==> config.mk <==
export PLATFORM = sky130hd
export DESIGN_NAME = lmul_sequencer
export DESIGN_NICKNAME = d
export VERILOG_FILES = /design/src/rtl/lmul_sequencer.sv
export SDC_FILE = /design/constraint.sdc
export NUM_CORES = 1
export LEC_CHECK = 0
export BUFFER_PORTS_ARGS = -buffer_cell sky130_fd_sc_hd__buf_2
export CORE_MARGIN = 1
export CORE_UTILIZATION = 45
export DETAILED_ROUTE_END_ITERATION = 16
export PLACE_DENSITY = 0.75
export SLEW_MARGIN = 20
export SYNTH_ARGS = -nofsm -noshare
export SYNTH_HDL_FRONTEND = slang
export SYNTH_SLANG_ARGS = --single-unit
==> constraint.sdc <==
create_clock -name Clock -period 4.1 [get_ports Clock]
set_input_delay 0 -clock Clock [delete_from_list [all_inputs] [get_ports Clock]]
set_output_delay 0 -clock Clock [all_outputs]
set_load 0.1 [all_outputs]
==> src/rtl/lmul_sequencer.sv <==
// LMUL multi-cycle controller: radix-2 shift-and-add multiply over WIDTH cycles,
// stalling fetch while running, then a single register-file write strobe.
module lmul_sequencer #(
  parameter int WIDTH  = 16,
  parameter int ADDR_W = 8
) (
  input  logic                 Clock,
  input  logic                 Reset,
  input  logic                 iStart,
  input  logic [WIDTH-1:0]     iA,
  input  logic [WIDTH-1:0]     iB,
  input  logic [ADDR_W-1:0]    iDestination,
  output logic                 oStall,
  output logic                 oBusy,
  output logic                 oWriteEnable,
  output logic [ADDR_W-1:0]    oWriteAddress,
  output logic [2*WIDTH-1:0]   oResult,
  output logic [WIDTH-1:0]     oResultHigh
);

  localparam int CW = (WIDTH > 1) ? $clog2(WIDTH) : 1;
  localparam logic [CW-1:0] LAST = CW'(WIDTH - 1);

  typedef enum logic [1:0] {IDLE, RUN, WRITE} state_t;

  state_t               state, state_nxt;
  logic [2*WIDTH-1:0]   acc, mcand, acc_add;
  logic [WIDTH-1:0]     mplier;
  logic [CW-1:0]        cnt;
  logic [ADDR_W-1:0]    dest;

  assign acc_add = mplier[0] ? acc + mcand : acc;

  always_comb begin
    state_nxt    = state;
    oStall       = 1'b0;
    oBusy        = 1'b1;
    oWriteEnable = 1'b0;
    case (state)
      IDLE: begin
        oBusy  = 1'b0;
        oStall = iStart;
        if (iStart) state_nxt = RUN;
      end
      RUN: begin
        oStall = 1'b1;
        if (cnt == LAST) state_nxt = WRITE;
      end
      WRITE: begin
        oWriteEnable = 1'b1;
        state_nxt    = IDLE;
      end
      default: state_nxt = IDLE;
    endcase
  end

  always_ff @(posedge Clock or negedge Reset) begin
    if (!Reset) begin
      state         <= IDLE;
      acc           <= '0;
      mcand         <= '0;
      mplier        <= '0;
      cnt           <= '0;
      dest          <= '0;
      oResult       <= '0;
      oResultHigh   <= '0;
      oWriteAddress <= '0;
    end else begin
      state <= state_nxt;
      case (state)
        IDLE: if (iStart) begin
          mcand  <= {{WIDTH{1'b0}}, iA};
          mplier <= iB;
          dest   <= iDestination;
          acc    <= '0;
          cnt    <= '0;
        end
        RUN: begin
          acc    <= acc_add;
          mcand  <= mcand << 1;
          mplier <= mplier >> 1;
          cnt    <= cnt + 1'b1;
          // Final iteration: publish the product so it is stable for the WRITE cycle.
          if (cnt == LAST) begin
            oResult       <= acc_add;
            oResultHigh   <= acc_add[2*WIDTH-1:WIDTH];
            oWriteAddress <= dest;
          end
        end
        default: ;
      endcase
    end
  end

endmodule

# Word level (Yosys, flattened, before mapping)
# Index checks and enable logic that the tools add are counted.
[op_classes]
add_sub_neg = 2
n_eq_ne = 5
mux = 15
reduce_logical = 6
[ops]
columns = ["cell", "n"]
rows = [
  ["32-bit case mux with 2 select lines", 2],
  ["32-bit two-way mux", 3],
  ["32-bit adder", 1],
  ["16-bit case mux with 2 select lines", 1],
  ["16-bit two-way mux", 1],
  ["4-bit case mux with 2 select lines", 1],
  ["2-bit AND reduction", 4],
  ["4-bit by 1-bit adder with 4-bit output, second input constant", 1],
  ["4-bit equality test, second input constant", 1],
  ["2-bit two-way mux", 2],
  ["4-bit two-way mux", 1],
  ["2-bit != test, second input constant", 2],
  ["2-bit case mux with 2 select lines", 1],
  ["2-bit by 1-bit equality test with 1-bit output, second input constant", 1],
  ["2-bit equality test, second input constant", 1],
  ["2-bit zero test", 1],
  ["1-bit two-way mux", 2],
  ["1-bit case mux with 2 select lines", 1],
  ["2-bit nonzero test", 1],
]
[totals]
register_bits = 150
inputBits = 43
out_inout_bits = 59
word_cells = 37

# Depth between registers and ports, before layout
# Gate-level depths: netlist of run 1.
[depth]
word_depth = 3
depth_mapped = 11
ltp_nobuf = 11

# Worst setup path after synthesis of run 1
# No wires, ideal clock.
[synth_path]
path_type = "register to register"
from = "register acc[0]"
to = "register acc[30]"
setup_time_ns = 0.121
t_arrival_ns = 2.667
t_required_ns = 3.979
setup_slack_ns = 1.312
path_stages_with_launch = 11
path_buffers = 0
period_less_slack_ns = 2.788
path_cell_list = "dfrtp_1 -> ha_1 -> fa_1 -> a21o_1 -> a221o_2 -> a311oi_4 -> o31ai_2 -> a41o_1 -> a21oi_2 -> xnor2_1 -> a22o_1"
[synth_via]
elab_chain_cells = 3
[synth_lines]
columns = ["element", "line_no", "source"]
rows = [
  ["from (decl)", "27", "logic [2*WIDTH-1:0] acc, mcand, acc_add;"],
  ["from (signal assigned)", "60", "acc <= '0;"],
  ["from (signal assigned)", "75", "acc <= '0;"],
  ["from (signal assigned)", "79", "acc <= acc_add;"],
  ["32-bit adder", "32", "assign acc_add = mplier[0] ? acc + mcand : acc;"],
  ["32-bit two-way mux", "32", ""],
  ["32-bit case mux with 2 select lines", "70", "case (state)"],
]
# No other way between the ends.
# A chain may end at the register's enable or synchronous reset.

# Final worst setup path of run 1
[layout_path]
from = "register acc[0]"
to = "register oResult[28]"
[layout_via]
elab_chain_cells = 2
[layout_lines]
columns = ["element", "line_no", "source"]
rows = [
  ["32-bit adder", "32", ""],
  ["32-bit two-way mux", "32", ""],
  ["to (signal assigned)", "65", "oResult <= '0;"],
  ["to (signal assigned)", "85", "oResult <= acc_add;"],
  ["to (decl)", "17", "output logic [2*WIDTH-1:0] oResult,"],
]
# No other way between the ends.

==> results of run 1 <==
==> sequential cells by signal, indices dropped and copies added, names as in the netlist <==
name           flops
mcand             32
acc               32
dest               8
state              2
mplier            16
oWriteAddress      8
oResult           32
cnt                4
==> synthesized netlist by cell type (all sizes together) (14+ instances only) <==
library cell,n
nor2,76
o21ai,85
dfrtp,134
xnor2,16
o22ai,30
xor2,14
a22o,19
clkbuf,40
mux2i,27
buf,21
ha,32
a21oi,25
nand2,156
==> final cells by class <==
type                    count  share of cell area (%)
inverters                   7                  0.3029
repair buffers            155                   11.87
multi-input cells         563                   39.08
clock buffers              21                   5.307
flip-flops and latches    134                   38.66
clock inverters            11                   1.731
well taps                 211                   3.043
==> through the flow <==
step | hold WS [ns] | util [%] | cell area, sq um | setup slack [ns]
5_1_grt | 0.2963 | 56.86 | 8676 | 0.8653
3_3_place_gp | 0.1816 | 49.91 | 7615 | 1.169
2_1_floorplan | -0.2956 | - | 7052 | 1.312
6_report | 0.2307 | 56.86 | 8676 | 1.124
4_1_cts | 0.2133 | 56.86 | 8676 | 1.113
3_5_place_dp | 0.1901 | 49.91 | 7615 | 1.130
==> worst min-delay path by stage <==
stage / startpoint / end / slack [ns] / cells after the start
2_1_floorplan: Reset / acc[0]$_DFFE_PN0P_ / -0.30 / 0
3_3_place_gp: Reset / oResult[4]$_DFFE_PN0P_ / 0.18 / 1
3_5_place_dp: Reset / oResult[4]$_DFFE_PN0P_ / 0.19 / 1
6_report: iStart / acc[13]$_DFFE_PN0P_ / 0.23 / 6
4_1_cts: iStart / acc[15]$_DFFE_PN0P_ / 0.21 / 6
5_1_grt: iStart / dest[5]$_DFFE_PN0P_ / 0.30 / 5
==> layer usage <==
| metal | vias to the layer above | GRT usage, % |
|---|---|---|
| li1 | 2887 | - |
| met1 | 2806 | 29.68 |
| met2 | 136 | 35.52 |
| met3 | 19 | 4.439 |
| met4 | 0 | 7.213 |
| met5 | - | 0 |
==> critical path, delay by kind of cell (launching register included) <==
family	cells	cell delay [ns]
XOR/XNOR	1	0.17
AO/OA/AOI/OAI	7	1.57
adder cells (fa/ha/maj)	2	0.65
AND/OR/NAND/NOR	1	0.11
flip-flops	1	0.39
==> cell families after synthesis <==
logic type / synth area share (%)
AND/OR/NAND/NOR: 15.70
multiplexers: 3.833
adder cells (fa/ha/maj): 5.962
buffers and inverters: 4.471
XOR/XNOR: 3.726
AO/OA/AOI/OAI: 18.75
flip-flops: 47.55
==> impl_metrics.py, run 1 <==
metrics = {
    "outcome": {
        "status": "finished, final reports clean",
    },
    "setup_path": {
        "startpoint": "acc[0]$_DFFE_PN0P_",
        "crit_end": "oResult[28]$_DFFE_PN0P_",
        "r2r_cells": 11,
        "cp.arrival_ns": 3.32,
        "path_cells": "ha_1 -> fa_1 -> a21o_1 -> a221o_2 -> a31oi_4 -> o21ai_2 -> a211oi_2 -> nor3_1 -> a221oi_2 -> xnor2_1 -> a2bb2oi_1",
        "reg2reg_to": "oResult[28]$_DFFE_PN0P_",
        "crit_path_end_kind": "flip-flop",
        "worst_ep_required_time_ns": 4.44,
        "rr_startpoint": "acc[0]$_DFFE_PN0P_",
        "r2r_slack_ns": 1.12,
        "slowest_stage": "fa_1",
        "max_stage_delay_ns": 0.41,
        "startpoint_type": "flip-flop",
        "crit_type": "reg -> reg",
        "path_max_fanout": 4,
    },
    "cells_and_area": {
        "final_cells": 1102,
        "areaGrowthSynthToFinish_pct": 23.03,
        "layout-drive-gt1-share_pct": 17.51,
        "layout_common_cells": "nand2_1, dfrtp_1, buf_2",
        "n_antenna_cell": 0,
        "final_nets": 954,
        "multi_input_area_sq_mm": 0.003391,
        "final_common_cell": "nand2_1",
        "fill_cells": 1349,
        "regArea_sq_mm": 0.003354,
    },
    "clock_network": {
        "postCtsResizedCells": 0,
        "cts_htree_levels": 4,
        "cts_buffers": 17,
        "ctsHoldBuffers": 45,
        "clock_sinks": 134,
        "postCtsSetupBuffers": 0,
        "cts_buffer_depth": 2,
        "clock_latency_ns": 0.42,
        "cts_root_buffer": "clkbuf_16",
        "cts.reportedPaths.clkPinSlew_ns": 0.06,
        "cts_tree": "built",
    },
    "yosys": {
        "synth_top_area_share_pct": 47.55,
        "async_flop_share_pct": 100.0,
        "ys_top_cells_by_area": "dfrtp_1, nand2_1, ha_1",
        "yosysTopAreaCell": "dfrtp_1",
        "seq_area_frac_synth_pct": 47.55,
        "syn_area_per_cell_sq_um": 9.218,
        "yosys_warnings": 0,
        "syn_nets": 841,
        "ys_seq_elements": 134,
        "synth_edf_count": 0,
        "synth_top_flop_cell": "dfrtp_1",
        "ys_types": 50,
        "synth_cells": 765,
        "syn_area_sq_mm": 0.007052,
    },
    "routing": {
        "dr.pass1.iters": 5,
        "wl_met1_microns": 7825,
        "dr_wl_met3_microns": 669,
        "postRouteAntennaNets": 0,
        "avgViaCountPerCell": 5.307,
        "vias": 5848,
        "wire_per_inst_microns": 15.09,
        "drc": 0,
        "wl_met2_microns": 7902,
        "highest_layer": "met4",
        "drt_wl_total_microns": 16630,
        "drt_iter0_markers": 262,
    },
    "sta": {
        "rsz0062_at_grt": "no",
        "hold_viol_final": 0,
        "skew_ns": 0.01090,
        "worstMarginPinSlew_ns": 1.112,
        "finalSetupTns_ns": 0,
        "slew_violations": 0,
        "fin_crit_ns": 2.976,
        "period_share_pct": 72.60,
        "relSlewSlack_pct": 25.76,
        "setup-violations-final": 0,
        "timing.fmax_mhz": 336.0,
    },
    "place": {
        "place_congestion": 0.8763,
        "io_buffers": 101,
        "dp.cells": 1025,
        "place_hpwl_microns": 10640,
    },
    "floorplan": {
        "start_util_pct": 46.22,
        "coreArea_sq_mm": 0.01526,
        "die_area_sq_mm": 0.01617,
        "ios": 102,
        "die_x_microns": 127.2,
        "die_h_microns": 127.2,
        "rows": 45,
    },
    "global_routing": {
        "gr-total-overflow": 0,
        "antenna_found_initial": 0,
        "grt_pass1_vias": 5826,
        "grt_start_max_net_pins": 102,
        "grt.total_usage_pct": 21.97,
        "grt_pass1_wl_microns": 28180,
    },
    "hold_path": {
        "hold_path_class": "in -> reg",
    },
    "run": {
        "maxCapViolCount": 0,
    },
}
Power of run 1 is left out: the tool's default activity adds up to more than one toggle a clock period on the data nets, which glitch-free logic cannot reach.
==> run 2, diff against run 1 <==
==> constraint.sdc (replaced) <==
create_clock -name Clock -period 3.04 [get_ports Clock]
set_input_delay 0 -clock Clock [delete_from_list [all_inputs] [get_ports Clock]]
set_output_delay 0 -clock Clock [all_outputs]
set_load 0.1 [all_outputs]
==> run 2 against run 1 <==
Critical endpoint is now oResult[30]$_DFFE_PN0P_. Register-to-register slack got worse by 1.1 ns. Worst hold slack got worse by 0.039 ns. Non-clock buffer count rose by 6. The run now ends with setup timing left. Sequential share of layout area fell by 0.53 points. Global-route usage fell by 0.16 points. Critical path depth increased by 1. Via count grew 0.82%. Final area increased by 1.4%. Critical path type unchanged. Die area unchanged. Count of clock-buffer cells in the layout down 3.
==> impl_metrics.py, run 2 (synthesis results as in run 1) <==
metrics = {
    "outcome": {
        "status": "complete, but fails checks",
        "violations": "setup timing",
    },
    "routing": {
        "dr.pass1.iters": 5,
        "avgViaCountPerCell": 5.321,
        "vias": 5896,
        "postRouteAntennaNets": 0,
        "drc": 0,
        "drt_iter0_markers": 359,
        "drt_wl_total_microns": 16660,
        "wire_per_inst_microns": 15.03,
    },
    "sta": {
        "skew_ns": 0.01224,
        "slew_violations": 0,
        "worstMarginPinSlew_ns": 1.031,
        "setup_ws_ns": -0.009732,
        "period_share_pct": 100.3,
        "timing.fmax_mhz": 327.9,
        "fin_crit_ns": 3.050,
        "relSlewSlack_pct": 31.28,
        "rsz0062_at_grt": "yes",
        "setup-violations-final": 1,
        "hold_viol_final": 0,
    },
    "setup_path": {
        "crit_path_end_kind": "flip-flop",
        "path_max_fanout": 4,
        "worst_ep_required_time_ns": 3.39,
        "cp.arrival_ns": 3.40,
        "crit_type": "reg -> reg",
        "startpoint_type": "flip-flop",
    },
    "global_routing": {
        "grt.total_usage_pct": 21.81,
        "antenna_found_initial": 0,
        "grt_pass1_wl_microns": 28050,
        "grt_pass1_vias": 5839,
        "gr-total-overflow": 0,
        "grt_start_max_net_pins": 89,
    },
    "place": {
        "place_congestion": 0.8575,
        "place_hpwl_microns": 10920,
        "post-place-ws_ns": 0.06483,
        "io_buffers": 101,
        "postPlaceCellArea_sq_mm": 0.007670,
        "dp.cells": 1029,
    },
    "clock_network": {
        "cts_tree": "built",
        "cts_buffer_depth": 2,
        "cts_buffers": 17,
        "cts.reportedPaths.clkPinSlew_ns": 0.06,
        "cts_htree_levels": 4,
        "clock_sinks": 134,
        "cts_root_buffer": "clkbuf_16",
        "clock_latency_ns": 0.42,
    },
    "floorplan": {
        "coreArea_sq_mm": 0.01526,
        "die_x_microns": 127.2,
        "ios": 102,
        "start_util_pct": 46.22,
        "die_area_sq_mm": 0.01617,
        "die_h_microns": 127.2,
        "rows": 45,
    },
    "cells_and_area": {
        "fin_util_pct": 57.65,
        "layout-drive-gt1-share_pct": 19.73,
        "areaGrowthSynthToFinish_pct": 24.75,
        "final_common_cell": "nand2_1",
        "layout_common_cells": "nand2_1, dfrtp_1, buf_2",
        "final_nets": 960,
        "largestRegisters": "acc (32), mcand (32), oResult (32)",
        "n_antenna_cell": 0,
        "fin_area_sq_mm": 0.008797,
        "final_cells": 1108,
    },
    "hold_path": {
        "hold_path_class": "in -> async",
    },
    "run": {
        "maxCapViolCount": 0,
    },
}
run 2: path summary, 6_finish.rpt:
| path | start | end | slack, ns | cells past startpoint |
|---|---|---|---|---|
| setup / recovery | mcand[0]$_DFFE_PN0P_ | oResult[30]$_DFFE_PN0P_ | -0.01 | 12 |
| hold / removal | Reset | oResult[4]$_DFFE_PN0P_ | 0.19 | 2 |
| setup reg to reg | mcand[0]$_DFFE_PN0P_ | oResult[30]$_DFFE_PN0P_ | -0.01 | 12 |
| hold reg to reg | dest[5]$_DFFE_PN0P_ | oWriteAddress[5]$_DFFE_PN0P_ | 0.47 | 2 |
| max in group asynchronous | Reset | oResult[19]$_DFFE_PN0P_ | 2.14 | 3 |
| min in group Clock | iStart | state[0]$_DFFE_PN0P_ | 0.26 | 3 |
run 2: cell type report:
class                   instances  area [sq um]
clock buffers                  18         439.2
clock inverters                14         173.9
fillers                      1316          6461
inverters                       7         26.28
multi-input cells             563          3447
flip-flops and latches        134          3354
well taps                     211         264.0
repair buffers                161          1092
run 2: worst max-delay path, cell delays in order (launching register included):
cell	delay, ns
dfrtp_1	0.40
ha_2	0.20
fa_2	0.35
a21o_1	0.19
a221o_2	0.44
a311oi_4	0.34
buf_4	0.18
o31ai_4	0.09
a41o_1	0.25
a21oi_2	0.17
xnor2_2	0.14
nor2_1	0.08
nor3_2	0.16
run 2: stage by stage:
stage,hold slack [ns],TNS [ns]
after global placement,0.1235,0
after global routing,0.2829,-0.2504
after detailed placement,0.1284,0
after CTS,0.2460,0
after floorplan,-0.2956,0
final,0.1921,-0.009732
run 2: metal layers:
layer / routed length (microns) / up-vias / global-route usage [%]
met5: 0 / - / 0
met4: 273 / 0 / 7.213
met3: 790 / 21 / 4.690
met2: 7831 / 159 / 35.49
met1: 7761 / 2812 / 29.11
li1: - / 2904 / -
run 2: what timing repair did:
item	4_1_cts	5_1_grt
endpoints found under the hold margin	127	0
setup buffers	0	6
setup endpoints to repair	0	11
gates resized for setup	0	11
hold buffers	41	0
Power of run 2 is left out for the same reason.
==> run 3, diff against run 2 <==
--- a/config.mk
+++ b/config.mk
@@ -9,7 +9,7 @@
 export CORE_MARGIN = 1
 export CORE_UTILIZATION = 45
 export DETAILED_ROUTE_END_ITERATION = 16
-export PLACE_DENSITY = 0.75
+export PLACE_DENSITY = 0.66
 export SLEW_MARGIN = 20
 export SYNTH_ARGS = -nofsm -noshare
 export SYNTH_HDL_FRONTEND = slang
==> run 3 against run 2 <==
The flow now finishes without violations. Final area decreased by 0.13%. Non-clock buffer count increased by 5. Global-route usage increased by 0.68 points. Utilization decreased by 0.074 points. Routed wire length increased by 3.0%. Flip-flop and latch count unchanged. Count of clock-buffer cells in the layout increased by 1. Die area unchanged. Via count decreased by 0.19%. Register-to-register slack improved by 0.10 ns. Cell count increased by 0.45%. Largest cell class unchanged. Highest routed layer unchanged.
==> impl_metrics.py, run 3 (synthesis results as in run 1) <==
metrics = {
    "routing": {
        "dr.pass1.iters": 5,
        "wire_per_inst_microns": 15.41,
        "avgViaCountPerCell": 5.288,
        "drt_wl_total_microns": 17150,
        "vias": 5885,
        "drt_iter0_markers": 324,
        "drc": 0,
        "postRouteAntennaNets": 0,
    },
    "sta": {
        "setup-violations-final": 0,
        "worstMarginPinSlew_ns": 0.7687,
        "skew_ns": 0.009040,
        "period_share_pct": 96.92,
        "slew_violations": 0,
        "hold_viol_final": 0,
        "setup_ws_ns": 0.09373,
        "relSlewSlack_pct": 48.56,
        "fin_crit_ns": 2.946,
        "timing.fmax_mhz": 339.4,
        "rsz0062_at_grt": "yes",
        "hold_ws_ns": 0.1215,
    },
    "run": {
        "maxCapViolCount": 0,
    },
    "place": {
        "place_hpwl_microns": 11270,
        "dp.cells": 1037,
        "place_congestion": 0.8550,
        "post-place-ws_ns": 0.005061,
        "io_buffers": 101,
    },
    "global_routing": {
        "antenna_found_initial": 0,
        "grt_pass1_vias": 5708,
        "grt_start_max_net_pins": 74,
        "grt.total_usage_pct": 22.49,
        "gr-total-overflow": 0,
        "grt_pass1_wl_microns": 28350,
    },
    "cells_and_area": {
        "final_nets": 965,
        "areaGrowthSynthToFinish_pct": 24.59,
        "layout_common_cells": "nand2_1, dfrtp_1, buf_2",
        "final_common_cell": "nand2_1",
        "multi_input_area_sq_mm": 0.003445,
        "layout-drive-gt1-share_pct": 19.84,
        "largestRegisters": "acc (32), mcand (32), oResult (32)",
        "final_cells": 1113,
        "regArea_sq_mm": 0.003354,
        "fill_cells": 1347,
        "n_antenna_cell": 0,
    },
    "setup_path": {
        "cp_num_buf_inv": 0,
        "path_max_fanout": 4,
        "crit_path_end_kind": "flip-flop",
        "startpoint": "acc[0]$_DFFE_PN0P_",
        "slowest_stage": "a221o_2",
        "path_cells": "ha_2 -> fa_2 -> a21o_1 -> a221o_2 -> a31oi_4 -> o21ai_2 -> a211oi_2 -> nor3_2 -> a221oi_2 -> xnor2_1 -> a22o_1",
        "crit_type": "reg -> reg",
        "worst_ep_required_time_ns": 3.35,
        "crit_family": "compound AO/OA/AOI/OAI gates",
        "rr_startpoint": "acc[0]$_DFFE_PN0P_",
        "cp.arrival_ns": 3.26,
        "startpoint_type": "flip-flop",
        "max_stage_delay_ns": 0.42,
    },
    "clock_network": {
        "cts_htree_levels": 4,
        "cts.reportedPaths.clkPinSlew_ns": 0.06,
        "clock_sinks": 134,
        "clock_latency_ns": 0.43,
        "cts_root_buffer": "clkbuf_16",
        "cts_buffers": 17,
        "cts_buffer_depth": 2,
        "cts_tree": "built",
    },
    "floorplan": {
        "die_h_microns": 127.2,
        "start_util_pct": 46.22,
        "rows": 45,
        "ios": 102,
        "die_area_sq_mm": 0.01617,
        "die_x_microns": 127.2,
        "coreArea_sq_mm": 0.01526,
    },
    "hold_path": {
        "hold_path_class": "in -> reg",
        "worstHoldStart": "iStart",
    },
    "outcome": {
        "status": "finished, final reports clean",
    },
}
[run 3: timing repair]
action                     in CTS  in global routing
hold endpoints to repair      111                  0
hold buffers                   41                  0
resized for setup               0                 11
setup buffers                   0                  3
setup endpoints to repair       0                 13
[run 3: area by class of cell]
type                    instances  area share, %
inverters                       7         0.2991
well taps                     211          3.005
flip-flops and latches        134          38.18
repair buffers                166          12.86
clock inverters                13          1.524
multi-input cells             563          39.21
clock buffers                  19          4.927
[run 3: path summary, 6_finish.rpt]
| check | end | slack, ns | depth (start not counted) |
|---|---|---|---|
| max reg2reg | acc[28]$_DFFE_PN0P_ | 0.09 | 11 |
| min in group asynchronous | oResult[17]$_DFFE_PN0P_ | 0.16 | 2 |
| min | state[0]$_DFFE_PN0P_ | 0.12 | 3 |
| min reg2reg | oWriteAddress[1]$_DFFE_PN0P_ | 0.46 | 2 |
| max | acc[28]$_DFFE_PN0P_ | 0.09 | 11 |
| max in group asynchronous | mcand[28]$_DFFE_PN0P_ | 2.06 | 3 |
[run 3: metal layers]
| metal | part of all wire, % | global-route usage (%) | wire length, microns | up-vias |
|---|---|---|---|---|
| met3 | 4.8 | 4.523 | 815 | 19 |
| li1 | - | - | - | 2914 |
| met1 | 49 | 31.37 | 8358 | 2799 |
| met4 | 1.4 | 7.633 | 244 | 0 |
| met5 | 0 | 0 | 0 | - |
| met2 | 45 | 35.16 | 7730 | 153 |
[run 3: worst min-delay path, cell delays in order]
cell and delay [ns]:
buf_2 0.09, nand2_1 0.25, o21ai_0 0.16
[run 3: stage by stage]
step / TNS [ns] / utilization, % / cell area, sq um
floorplan: 0 / - / 7052
global placement: 0 / 50.66 / 7730
detailed placement: 0 / 50.66 / 7730
CTS: 0 / 57.06 / 8707
global route: -0.04507 / 57.58 / 8786
finish: 0 / 57.58 / 8786
Power of run 3 is left out for the same reason.
